### src/rtl/pio_bus_pkg.sv
// Shared types and constants for the PIO peripheral bus master and its address decoder.
package pio_bus_pkg;

    localparam int BUS_DATA_W = 8;
    localparam int WAIT_CNT_W = 4;

    localparam logic [BUS_DATA_W-1:0] UNMAPPED_RDATA = 8'hFF;

    typedef enum logic [1:0] {
        IDLE,
        ACCESS,
        CAPTURE,
        RESP
    } pio_state_e;

endpackage

### src/rtl/pio_addr_decode.sv
// Combinational slot-index decoder: one-hot peripheral enable plus a mapped flag.
module pio_addr_decode #(
    parameter int NUM_PERIPH = 4,
    parameter int SLOT_W     = 3
) (
    input  logic [SLOT_W-1:0]     slot,
    output logic [NUM_PERIPH-1:0] en,
    output logic                  mapped
);

    always_comb begin
        en = '0;
        for (int i = 0; i < NUM_PERIPH; i++) begin
            en[i] = (slot == SLOT_W'(i));
        end
    end

    // A slot index past the last peripheral matches no enable bit.
    assign mapped = |en;

endmodule

### src/rtl/pio_bus_master.sv
// Initiator for the 8-bit en/rs/rden/wren peripheral bus; one request at a time, one-cycle response pulse.
// Define PIO_BUS_ERR_EN to short-circuit unmapped slots straight to an error response.
module pio_bus_master
    import pio_bus_pkg::*;
#(
    parameter int NUM_PERIPH  = 4,
    parameter int ADDR_W      = 4,
    parameter int WAIT_CYCLES = 0
) (
    input  logic                  clk,
    input  logic                  rst,
    input  logic                  req_valid,
    output logic                  req_ready,
    input  logic [ADDR_W-1:0]     req_addr,
    input  logic                  req_write,
    input  logic [BUS_DATA_W-1:0] req_wdata,
    output logic                  rsp_valid,
    output logic [BUS_DATA_W-1:0] rsp_rdata,
    output logic                  rsp_err,
    output logic [NUM_PERIPH-1:0] bus_en,
    output logic                  bus_rs,
    output logic                  bus_rden,
    output logic                  bus_wren,
    output logic [BUS_DATA_W-1:0] bus_wdata,
    input  logic [BUS_DATA_W-1:0] bus_rdata
);

`ifdef PIO_BUS_ERR_EN
    localparam bit ERR_EN = 1'b1;
`else
    localparam bit ERR_EN = 1'b0;
`endif

    localparam logic [WAIT_CNT_W-1:0] WAIT_INIT = WAIT_CNT_W'(WAIT_CYCLES);

    pio_state_e            state_q, state_d;
    logic [WAIT_CNT_W-1:0] wait_cnt_q, wait_cnt_d;
    logic                  write_q, write_d;
    logic                  mapped_q, mapped_d;
    logic [NUM_PERIPH-1:0] bus_en_q, bus_en_d;
    logic                  bus_rs_q, bus_rs_d;
    logic                  bus_rden_q, bus_rden_d;
    logic                  bus_wren_q, bus_wren_d;
    logic [BUS_DATA_W-1:0] bus_wdata_q, bus_wdata_d;
    logic [BUS_DATA_W-1:0] rsp_rdata_q, rsp_rdata_d;
    logic                  rsp_valid_q, rsp_valid_d;
    logic                  rsp_err_q, rsp_err_d;

    logic [NUM_PERIPH-1:0] dec_en;
    logic                  dec_mapped;

    pio_addr_decode #(
        .NUM_PERIPH (NUM_PERIPH),
        .SLOT_W     (ADDR_W - 1)
    ) u_decode (
        .slot   (req_addr[ADDR_W-1:1]),
        .en     (dec_en),
        .mapped (dec_mapped)
    );

    always_comb begin
        // NOTE: every *_d starts from a default, so no branch can leave one unassigned and infer a latch.
        state_d     = state_q;
        wait_cnt_d  = wait_cnt_q;
        write_d     = write_q;
        mapped_d    = mapped_q;
        bus_en_d    = bus_en_q;
        bus_rs_d    = bus_rs_q;
        bus_rden_d  = bus_rden_q;
        bus_wren_d  = bus_wren_q;
        bus_wdata_d = bus_wdata_q;
        rsp_rdata_d = rsp_rdata_q;
        rsp_valid_d = 1'b0;
        rsp_err_d   = 1'b0;

        case (state_q)
            IDLE: begin
                if (req_valid) begin
                    write_d  = req_write;
                    mapped_d = dec_mapped;
                    if (ERR_EN && !dec_mapped) begin
                        state_d     = RESP;
                        rsp_valid_d = 1'b1;
                        rsp_err_d   = 1'b1;
                        if (!req_write) rsp_rdata_d = UNMAPPED_RDATA;
                    end else begin
                        state_d    = ACCESS;
                        wait_cnt_d = WAIT_INIT;
                        bus_en_d   = dec_en;
                        bus_rs_d   = req_addr[0];
                        bus_wren_d = req_write;
                        bus_rden_d = !req_write;
                        if (req_write) bus_wdata_d = req_wdata;
                    end
                end
            end
            ACCESS: begin
                if (wait_cnt_q != '0) begin
                    wait_cnt_d = wait_cnt_q - WAIT_CNT_W'(1);
                end else if (write_q) begin
                    state_d     = RESP;
                    rsp_valid_d = 1'b1;
                    bus_en_d    = '0;
                    bus_wren_d  = 1'b0;
                    bus_rden_d  = 1'b0;
                    bus_rs_d    = 1'b0;
                end else begin
                    // Reads hold the strobes one extra cycle so bus_rdata settles before capture.
                    state_d = CAPTURE;
                end
            end
            CAPTURE: begin
                state_d     = RESP;
                rsp_valid_d = 1'b1;
                rsp_rdata_d = mapped_q ? bus_rdata : UNMAPPED_RDATA;
                bus_en_d    = '0;
                bus_wren_d  = 1'b0;
                bus_rden_d  = 1'b0;
                bus_rs_d    = 1'b0;
            end
            RESP: begin
                state_d = IDLE;
            end
            default: begin
                state_d = IDLE;
            end
        endcase
    end

    always_ff @(posedge clk or negedge rst) begin
        if (!rst) begin
            state_q     <= IDLE;
            wait_cnt_q  <= '0;
            write_q     <= 1'b0;
            mapped_q    <= 1'b0;
            bus_en_q    <= '0;
            bus_rs_q    <= 1'b0;
            bus_rden_q  <= 1'b0;
            bus_wren_q  <= 1'b0;
            bus_wdata_q <= '0;
            rsp_rdata_q <= '0;
            rsp_valid_q <= 1'b0;
            rsp_err_q   <= 1'b0;
        end else begin
            // NOTE: non-blocking so every flop samples the pre-edge *_d values together.
            state_q     <= state_d;
            wait_cnt_q  <= wait_cnt_d;
            write_q     <= write_d;
            mapped_q    <= mapped_d;
            bus_en_q    <= bus_en_d;
            bus_rs_q    <= bus_rs_d;
            bus_rden_q  <= bus_rden_d;
            bus_wren_q  <= bus_wren_d;
            bus_wdata_q <= bus_wdata_d;
            rsp_rdata_q <= rsp_rdata_d;
            rsp_valid_q <= rsp_valid_d;
            rsp_err_q   <= rsp_err_d;
        end
    end

    assign req_ready = (state_q == IDLE);
    assign rsp_valid = rsp_valid_q;
    assign rsp_rdata = rsp_rdata_q;
    assign rsp_err   = rsp_err_q;
    assign bus_en    = bus_en_q;
    assign bus_rs    = bus_rs_q;
    assign bus_rden  = bus_rden_q;
    assign bus_wren  = bus_wren_q;
    assign bus_wdata = bus_wdata_q;

endmodule

### config.mk
export PLATFORM = sky130hd
export DESIGN_NAME = pio_bus_master
export DESIGN_NICKNAME = d
export VERILOG_FILES = /design/src/rtl/pio_bus_pkg.sv /design/src/rtl/pio_addr_decode.sv /design/src/rtl/pio_bus_master.sv
export SDC_FILE = /design/constraint.sdc
export NUM_CORES = 1
export LEC_CHECK = 0
export BUFFER_PORTS_ARGS = -buffer_cell sky130_fd_sc_hd__buf_4
export CORE_ASPECT_RATIO = 1.1
export CORE_MARGIN = 4
export CORE_UTILIZATION = 23
export CTS_BUF_LIST = sky130_fd_sc_hd__clkbuf_4 sky130_fd_sc_hd__clkbuf_8 sky130_fd_sc_hd__clkbuf_16
export CTS_CLUSTER_SIZE = 30
export DETAILED_ROUTE_END_ITERATION = 10
export HOLD_SLACK_MARGIN = 0.03
export PLACE_DENSITY = 0.46
export SETUP_SLACK_MARGIN = 0.05
export SYNTH_ARGS = -nofsm -noshare
export SYNTH_HDL_FRONTEND = slang
export SYNTH_HIERARCHICAL = 1
export SYNTH_SLANG_ARGS = --single-unit
### constraint.sdc
create_clock -name clk -period 2.1 [get_ports clk]
set_input_delay 0.21 -clock clk [delete_from_list [all_inputs] [get_ports clk]]
set_output_delay 0.21 -clock clk [all_outputs]
set_load 0.03 [all_outputs]
Word-level counts from Yosys, hierarchy flattened --
Cells that the tools add are included.
Cells by class: reductions and logical operators 12, equal/unequal tests 10, add/subtract/negate cells 1, mux-type cells 23
Operators with widths (count):
- 4-bit two-way mux | 5
- 4-bit one-hot mux with 3 select lines | 1
- 1-bit one-hot mux with 3 select lines | 3
- 1-bit two-way mux | 8
- 8-bit two-way mux | 1
- 2-bit inequality test (second input constant) | 4
- 2-bit one-hot mux with 4 select lines | 1
- 4-bit one-hot mux with 2 select lines | 1
- 3-bit by 2-bit == test with 1-bit output (second input constant) | 2
- 3-bit AND reduction | 2
- 2-bit == test (second input constant) | 2
- 2-bit two-way mux | 2
- 2-bit AND reduction | 2
- 4-bit AND reduction | 1
- 4-bit nonzero test | 1
- 4-bit OR reduction | 1
- 4-bit by 1-bit subtractor with 4-bit output (second input constant) | 1
- 3-bit by 1-bit == test with 1-bit output (second input constant) | 1
- 3-bit zero test | 1
- 3-bit nonzero test | 1
- 2-bit by 1-bit == test with 1-bit output (second input constant) | 1
- 2-bit zero test | 1
- 1-bit one-hot mux with 2 select lines | 1
- 2-bit nonzero test | 1
- 1-bit zero test | 1
Storage, ports and cells: register bits 32, bits of input ports 24, logic and storage cells 57

Logic depth before layout (Yosys ltp) --
Gate-level depths: netlist of run 1.
word-level depth 3, gate-level depth with buffers 6

Modules after synthesis --
The synthesis of run 1 kept the hierarchy.
Modules (own cells, without submodules):
- pio_bus_master | area an instance 1471.4 um^2, instances 1, sequential area each 800.8 um^2, cells an instance 126
- pio_addr_decode | area an instance 32.5 um^2, instances 1, sequential area each 0.0 um^2, cells an instance 5

Worst setup path before layout of run 1 --
OpenSTA, ideal clock, no wires.
path type reg-to-reg, start reg state_q[0], end reg state_q[1], arrival 1.649 ns, cell stages (with the launch flop) 6, setup slack 0.326 ns, data required time 1.975 ns, cell sequence dfrtp_1 -> inv_1 -> ha_1 -> nor2b_1 -> a21oi_4 -> mux2_4
Between the ends: cells in the longest elaborated chain, start to end 3, elaborated cells between the ends (all ways) 8, those cells by class 5 x eq/ne; 1 x mux; 2 x reduce/logical
Ends and longest elaborated chain:
- start, declared | line pio_bus_master.sv:36 | pio_state_e state_q, state_d;
- start signal, assigned | line pio_bus_master.sv:146 | state_q <= state_d;
- 2-bit zero test (*)
- net req_ready | line pio_bus_master.sv:13 | output logic req_ready,
- 2-bit inequality test (no source line)
- 2-bit AND reduction (no source line)
Mark *: on every way through the listed nets, which the timed path passes. The rest lies on a longest branch. A chain may end at the register's enable or synchronous reset.

Worst setup path in the final report of run 1 --
start reg state_q[1], end reg bus_en_q[2], in the netlist bus_en[2]
Between the ends: cells in the longest elaborated chain, start to end 3, elaborated cells between the ends (all ways) 9, those cells by class 5 x eq/ne; 1 x mux; 3 x reduce/logical
Ends and longest elaborated chain:
- 2-bit by 1-bit == test with 1-bit output (tied with other cells) | line pio_bus_master.sv:76 | case (state_q)
- 2-bit inequality test (no source line) or 3-bit nonzero test (tied branches)
- 4-bit AND reduction (no source line)
- end signal, assigned | line pio_bus_master.sv:150 | bus_en_q <= bus_en_d;
- end, declared | line pio_bus_master.sv:40 | logic [NUM_PERIPH-1:0] bus_en_q, bus_en_d;
Parallel ways exist; a longest one is shown, timed or not.

==> flow_summary.toml, run 1 <==
[worst_hold_path]
hold_depth = 2
hp-class = "in -> reg"

[sta]
period_needed_ps = 1873
setup_viol = 0
hold_viol = 0
rsz0062_at_grt = "false"
worst_pin_slew_ps = 822.1
finalClockSkew_ps = 3.440
relSlewSlack = 0.4477
tns_ps = 0
finalMaxSlewViolations = 0
period_share = 0.8919
max_freq_mhz = 533.9

[global_route]
grt_usage = 0.09872
gr-max-usage-layer = "met2"
antenna_found_initial = 0
met1_usage = 0.1214
grt_remaining_overflow = 0
gr-usage-met3 = 0.03915
grt_max_degree = 33
grt_pass1_wl_mm = 6.078
use_met2 = 0.1554
first_global_vias = 1204

[place]
place_congestion = 0.7607
io_buffers = 48
dp_hpwl_mm = 2.656
dp_cells = 256

[setup_path]
crit_cells = 4
setup.worst_path.start_class = "register"
reg2reg_depth = 4
crit_path_end_kind = "register"
cp.buffers_inverters = 1
timing_worst_setup_path_type = "reg -> reg"
critPathRequiredTime_ps = 2320
crit_path_max_incr_delay_ps = 700
crit_fanout = 7
path_cells = "inv_1, ha_1, nor3_1, a32o_1"
critical-path-top-delay-family = "simple AND/OR/NAND/NOR gates"
critPathArrivalTime_ps = 2090
cpMaxStageDelayCell = "nor3_1"

[synthesis]
syn_avg_cell_area_um2 = 11.48
yosys_register_bits = 32
ys_seq_area_frac = 0.5324
synth_nets = 162
netlist_instances = 131
netlist_area_um2 = 1504
synth_warnings = 6
yosys.cell_types.count = 33

[die]
die_width_um = 85.10
initial_core_util = 0.2399
io_pins = 50
fp.dieH_um = 92.81
num_rows = 30
core_area_um2 = 6269
die_area_um2 = 7898

[outcome]
status = "completed"

[cts]
clock_path_buffers = 2
cts_setup_buffers = 0
clkSlewWorstSetupHoldPaths_ps = 70
cts_buffers = 5
clk_latency_ps = 280
clock-root-buffer = "clkbuf_8"
cts-resized-gates = 0
hold_buffers = 1
cts_tree = "built"
cts_max_level = 2
cts.sinks = 32

[finish]
multi_input_area_um2 = 623.1
drive_gt1_frac = 0.3859
mostFrequentLayoutCells = "50 x buf_4, 32 x dfrtp_1, 15 x inv_1"
antennaDiodeCount = 0
instances_no_fill = 264
finalNetCount = 215
fillers = 651
layout_commonest_cell = "buf_4"
seqCellArea_um2 = 800.8
area_growth_pct = 36.11

[routing]
dr.pass1.iters = 4
drt_wl_total_mm = 3.671
vias = 1173
via_per_inst = 4.443
drc = 0
routedWlPerCell_um = 13.91
antenna_left = 0
drt_iter0_drc = 33

[pwr]
leakage_nw = 0.9760
irDropWorstVdd_uv = 539.9
cellPowerDensity_nw_per_um2 = 1442

[job]
maxCapViolations = 0
-- cells in the mapped netlist, drive strengths merged --
library cell,count,area [um^2]
and2,1,7.510
a21oi,1,16.27
or3b,1,11.26
buf,2,12.51
conb,1,3.750
a31oi,9,56.30
a2bb2oi,1,8.760
nor2b,3,18.77
a22oi,1,7.510
mux2,10,116.4
o41ai,1,8.760
mux2i,1,10.01
dfrtp,32,800.8
clkbuf,3,11.26
or2,1,6.260
ha,7,87.58
nand3b,2,15.01
nor3b,3,22.52
a32o,7,70.07
o211ai,1,7.510
a211oi,2,15.01
inv,15,56.30
o311ai,2,17.52
nand4bb,1,11.26
a211o,1,8.760
nor2,9,33.78
nand3,3,15.01
and3b,1,8.760
or3,1,6.260
nand2,6,22.52
nor3,2,10.01
-- final cells by class --
cell class / instances / share of cell area
flip-flops and latches: 32 / 0.3912
repair buffers: 51 / 0.1883
clock buffers: 6 / 0.03729
well taps: 80 / 0.04890
inverters: 15 / 0.02751
multi-input cells: 79 / 0.3044
clock inverters: 1 / 0.002445
-- final timing paths --
path,start,endpoint,slack (ps)
min in group asynchronous,rst,state_q[1],420
worst min register to register,bus_en[0],bus_en[0],500
worst max register to register,state_q[1],bus_en[2],230
worst min-delay path,req_wdata[1],bus_wdata[1],160
max in group asynchronous,rst,rsp_rdata[5],1380
worst max-delay path,state_q[1],bus_en[2],230
-- where the power goes --
part / leakage, nW / internal, mW / switching (mW)
logic: 0.545 / 0.608 / 0.878
clock network: 0.0445 / 0.238 / 0.218
registers: 0.387 / 0.842 / 0.168
-- metrics by stage --
step	setup WS, ps	utilization	power, mW	area [um^2]	hold WS (ps)
6_report	227.1	0.3265	2.952	2047	156.0
3_3_place_gp	284.3	0.3120	2.531	1956	193.3
5_1_grt	123.5	0.3265	3.166	2047	141.4
3_5_place_dp	243.2	0.3120	2.526	1956	192.4
4_1_cts	228.8	0.3265	3.006	2047	144.6
2_1_floorplan	326.3	-	1.980	1504	-85.59
-- kinds of logic (layout without fill, tap and decap cells) --
kind of cell               count (synthesis)  in the layout  share of synthesized area
other                                      1              1                   0.002493
adders and majority gates                  7              7                    0.05823
buffers and inverters                     20             73                    0.05324
AOI/OAI and AO/OA                         26             26                     0.1439
DFF                                       32             32                     0.5324
muxes                                     11             11                    0.08403
and+or+nand+nor                           34             34                     0.1256
-- per-layer routing --
metal	vias to the layer above	share of wire
met5	-	0
met4	0	0.0082
met3	2	0.053
met2	28	0.50
met1	575	0.44
li1	568	-
-- registers in the layout (all words and copies together) (netlist names) --
name and cells:
bus_rs 1, state_q 2, write_q 1, mapped_q 1
rsp_rdata 8, bus_en 4, rsp_valid 1, bus_wdata 8
bus_rden 1, bus_wren 1, wait_cnt_q 4
-- worst register-to-register path, stage by stage (launching register included) --
cell and delay (ps):
dfrtp_1 420, inv_1 110, ha_1 320, nor3_1 700, a32o_1 270
(Power assumes the default switching activity.)
==> run 2: changes to the inputs <==
==> constraint.sdc (replaced) <==
create_clock -name clk -period 2.1 [get_ports clk]
set_input_delay 0.63 -clock clk [delete_from_list [all_inputs] [get_ports clk]]
set_output_delay 0.63 -clock clk [all_outputs]
set_load 0.03 [all_outputs]
==> flow_summary.toml, run 2 (same netlist as run 1, synthesis figures left out) <==
[routing]
topRoutingLayerUsed = "met4"
drt_iter0_drc = 32
met3_length_um = 181
drt_wl_total_mm = 3.697
met2_length_mm = 1.842
drc = 0
via_per_inst = 4.426
dr.pass1.iters = 4
routedWlPerCell_um = 14.06
vias = 1164
antenna_left = 0
drt-met1-wl_mm = 1.643

[setup_path]
crit_path_end_kind = "output port"
r2r_start = "state_q[0]"
critPathArrivalTime_ps = 1290
reg2reg_depth = 4
timing_worst_setup_path_type = "reg -> out"
setup.worst_path.start_class = "register"
r2r_end = "bus_en[2]"
critPathRequiredTime_ps = 1470
regToRegSetupSlack_ps = 250
crit_fanout = 5

[sta]
tns_ps = 0
period_share = 0.9122
finalClockSkew_ps = 3.323
period_needed_ps = 1916
relSlewSlack = 0.4735
worst_pin_slew_ps = 783.7
setup_slack_ps = 184.4
max_freq_mhz = 522.0
rsz0062_at_grt = "false"
setup_viol = 0
finalMaxSlewViolations = 0
hold_slack_ps = 288.4
hold_viol = 0

[finish]
antennaDiodeCount = 0
instances_no_fill = 263
drive_gt1_frac = 0.3934
area_growth_pct = 35.61
finalNetCount = 214
fillers = 653
layout_commonest_cell = "buf_4"
mostFrequentLayoutCells = "50 x buf_4, 32 x dfrtp_1, 15 x inv_1"

[pwr]
leakage_nw = 0.9702
finalPower_mw = 2.959
cellPowerDensity_nw_per_um2 = 1451
irDropWorstVdd_uv = 427.0

[cts]
hold_buffers = 0
cts_tree = "built"
clkSlewWorstSetupHoldPaths_ps = 60
cts-resized-gates = 0
clk_latency_ps = 280
clock_path_buffers = 2
cts.sinks = 32
clock-root-buffer = "clkbuf_8"
cts_buffers = 5
cts_setup_buffers = 0
cts_max_level = 2

[place]
post-place-ws_ps = 243.2
dp_hpwl_mm = 2.656
io_buffers = 48
dp_cells = 256
place_congestion = 0.7607

[outcome]
status = "completed"

[global_route]
antenna_found_initial = 0
grt_max_degree = 33
grt_pass1_wl_mm = 6.078
grt_usage = 0.09872
grt_remaining_overflow = 0
first_global_vias = 1204

[die]
core_area_um2 = 6269
die_width_um = 85.10
fp.dieH_um = 92.81
num_rows = 30
die_area_um2 = 7898
initial_core_util = 0.2399
io_pins = 50

[worst_hold_path]
hp-class = "in -> async"

[job]
maxCapViolations = 0
-- run 2: worst max-delay path, cell delays in order, from the launching register on --
cell and delay, ps:
dfrtp_1 420, inv_1 150, ha_2 260, buf_4 180
-- run 2: power breakdown --
group          switching [mW]  internal [mW]
Combinational           0.881          0.612
Clock                   0.218          0.238
Sequential              0.168          0.842
-- run 2: cell type report --
class	count	area [um^2]	share of cell area
Timing Repair Buffer	50	375.4	0.1840
Inverter	15	56.30	0.02761
Tap cell	80	100.1	0.04908
Sequential cell	32	800.8	0.3926
Clock inverter	1	5.005	0.002454
Multi-Input combinational cell	79	625.6	0.3067
Clock buffer	6	76.32	0.03742
-- run 2: worst max path at each step --
stage | startpoint | slack (ps) | to
after global routing | state_q[1] | 100 | req_ready
final | state_q[0] | 180 | req_ready
after detailed placement | state_q[1] | 240 | bus_en[2]
after CTS | state_q[1] | 130 | req_ready
after floorplan | state_q[0] | 330 | state_q[1]
after global placement | state_q[1] | 280 | bus_en[3]
-- run 2: stage by stage --
step                      area [um^2]  utilization
after floorplan                  1504            -
after global placement           1956       0.3120
after detailed placement         1956       0.3120
after CTS                        2037       0.3250
after global routing             2039       0.3253
final                            2039       0.3253
-- run 2: per-layer routing --
layer | vias up | GRT usage
met4 | 0 | 0.03562
met1 | 574 | 0.1214
li1 | 564 | -
met3 | 2 | 0.03915
met5 | - | 0
met2 | 24 | 0.1554
==> run 3: changes to the inputs <==
- BUFFER_PORTS_ARGS: -buffer_cell sky130_fd_sc_hd__buf_4 -> default
- DONT_BUFFER_PORTS: default -> 1
- PLACE_DENSITY: 0.46 -> 0.39
==> flow_summary.toml, run 3 (same netlist as run 1, synthesis figures left out) <==
[outcome]
status = "completed"

[routing]
drc = 0
drt_iter0_drc = 37
dr.pass1.iters = 4
vias = 995
topRoutingLayerUsed = "met4"
antenna_left = 0
met2_length_mm = 1.738
drt-met1-wl_mm = 1.381
routedWlPerCell_um = 15.53
met3_length_um = 244
via_per_inst = 4.523
drt_wl_total_mm = 3.417

[sta]
period_share = 0.9148
relSlewSlack = 0.3791
finalMaxSlewViolations = 0
rsz0062_at_grt = "true"
finalClockSkew_ps = 1.988
period_needed_ps = 1921
hold_viol = 0
tns_ps = 0
max_freq_mhz = 520.6
hold_slack_ps = 488.9
setup_viol = 0
worst_pin_slew_ps = 928.3
setup_slack_ps = 179.0

[setup_path]
timing_worst_setup_path_type = "reg -> out"
crit_fanout = 5
startpoint = "state_q[0]"
critPathArrivalTime_ps = 1290
r2r_start = "state_q[0]"
cpMaxStageDelayCell = "dfrtp_1"
setup.worst_path.start_class = "register"
cp.buffers_inverters = 2
critPathRequiredTime_ps = 1470
path_cells = "inv_1, ha_2, buf_4"
critical-path-top-delay-family = "flip-flops"
regToRegSetupSlack_ps = 280
crit_path_max_incr_delay_ps = 420
crit_cells = 3
r2r_end = "bus_en[1]"
crit_path_end_kind = "output port"
reg2reg_depth = 4
setup.worst_path.end = "req_ready"

[finish]
multi_input_area_um2 = 625.6
finalInstanceArea_um2 = 1735
mostFrequentLayoutCells = "32 x dfrtp_1, 15 x inv_1, 9 x a31oi_1, 9 x mux2_2, 9 x nor2_1"
final_util = 0.2768
fillers = 654
finalNetCount = 170
layout_commonest_cell = "dfrtp_1"
area_growth_pct = 15.39
instances_no_fill = 220
drive_gt1_frac = 0.1786
antennaDiodeCount = 0
seqCellArea_um2 = 800.8

[cts]
clkSlewWorstSetupHoldPaths_ps = 60
cts_max_level = 2
cts.sinks = 32
cts_tree = "built"
clock-root-buffer = "clkbuf_8"
clk_latency_ps = 280
cts_buffers = 5
clock_path_buffers = 2
cts_setup_buffers = 0

[pwr]
seq_power_share = 0.517
irDropWorstVdd_uv = 675.3
power.internal_mw = 1.495
leakage_nw = 0.7633
pwr-share-clk = 0.188
p_switching_mw = 1.200
swShare = 0.4452
p_comb_frac = 0.295
cellPowerDensity_nw_per_um2 = 1553
finalPower_mw = 2.695

[place]
io_buffers = 0
place_congestion = 0.7393
detailed_place.area_um2 = 1595
dp_hpwl_mm = 2.457
dp_cells = 208
post-place-ws_ps = 248.9

[die]
initial_core_util = 0.2399
fp.dieH_um = 92.81
die_width_um = 85.10
core_area_um2 = 6269
num_rows = 30
io_pins = 50
die_area_um2 = 7898

[global_route]
grt_max_degree = 25
grt_usage = 0.09091
first_global_vias = 1075
antenna_found_initial = 0
grt_remaining_overflow = 0
grt_pass1_wl_mm = 5.602

[job]
maxCapViolations = 0

[worst_hold_path]
hp-class = "in -> reg"
-- run 3: cell count changes in the layout (fill, tap and decap cells not counted), sizes merged --
cell	previous run	this run
buf	50	2
dlygate4sd3	0	4
clkbuf	6	8
clkinv	1	0
-- run 3: power groups by stage --
stage	clock network, mW	registers (mW)	logic, mW
after CTS	0.531	1.40	0.791
after detailed placement	0	1.41	0.786
after global placement	0	1.41	0.755
after global routing	0.561	1.43	0.903
after floorplan	0	1.33	0.654
final	0.507	1.39	0.796
-- run 3: layer usage --
metal  vias up  track usage
met3         6      0.03826
met2        28       0.1464
li1        477            -
met1       484       0.1065
met4         0      0.03562
met5         -            0
-- run 3: how the worst min path moves through the flow --
stage	endpoint	depth (start not counted)	slack, ps	startpoint
4_1_cts	bus_wren	0	30	rst
5_1_grt	rsp_rdata[0]	2	480	bus_rdata[0]
6_report	rsp_rdata[1]	2	490	bus_rdata[1]
2_1_floorplan	bus_en[0]	0	330	rst
3_5_place_dp	rsp_rdata[4]	0	340	rst
3_3_place_gp	rsp_valid	0	340	rst
-- run 3: final cells by class --
cell class | instances | share of cell area
sequential | 32 | 0.4614
multi-input combinational | 79 | 0.3605
tap | 80 | 0.05768
clock buffer | 8 | 0.05624
inverter | 15 | 0.03244
timing repair buffer | 6 | 0.03172
-- run 3: what timing repair did --
item | in CTS | in global routing
setup endpoints to repair | 0 | 1
hold buffers | 2 | 2
gates resized for setup | 0 | 1
hold endpoints to repair | 9 | 19
-- run 3: worst reg2reg max path: stages (launching register included) --
cell	delay (ps)
dfrtp_1	420
inv_1	150
ha_2	300
nor3_1	620
a32o_1	270
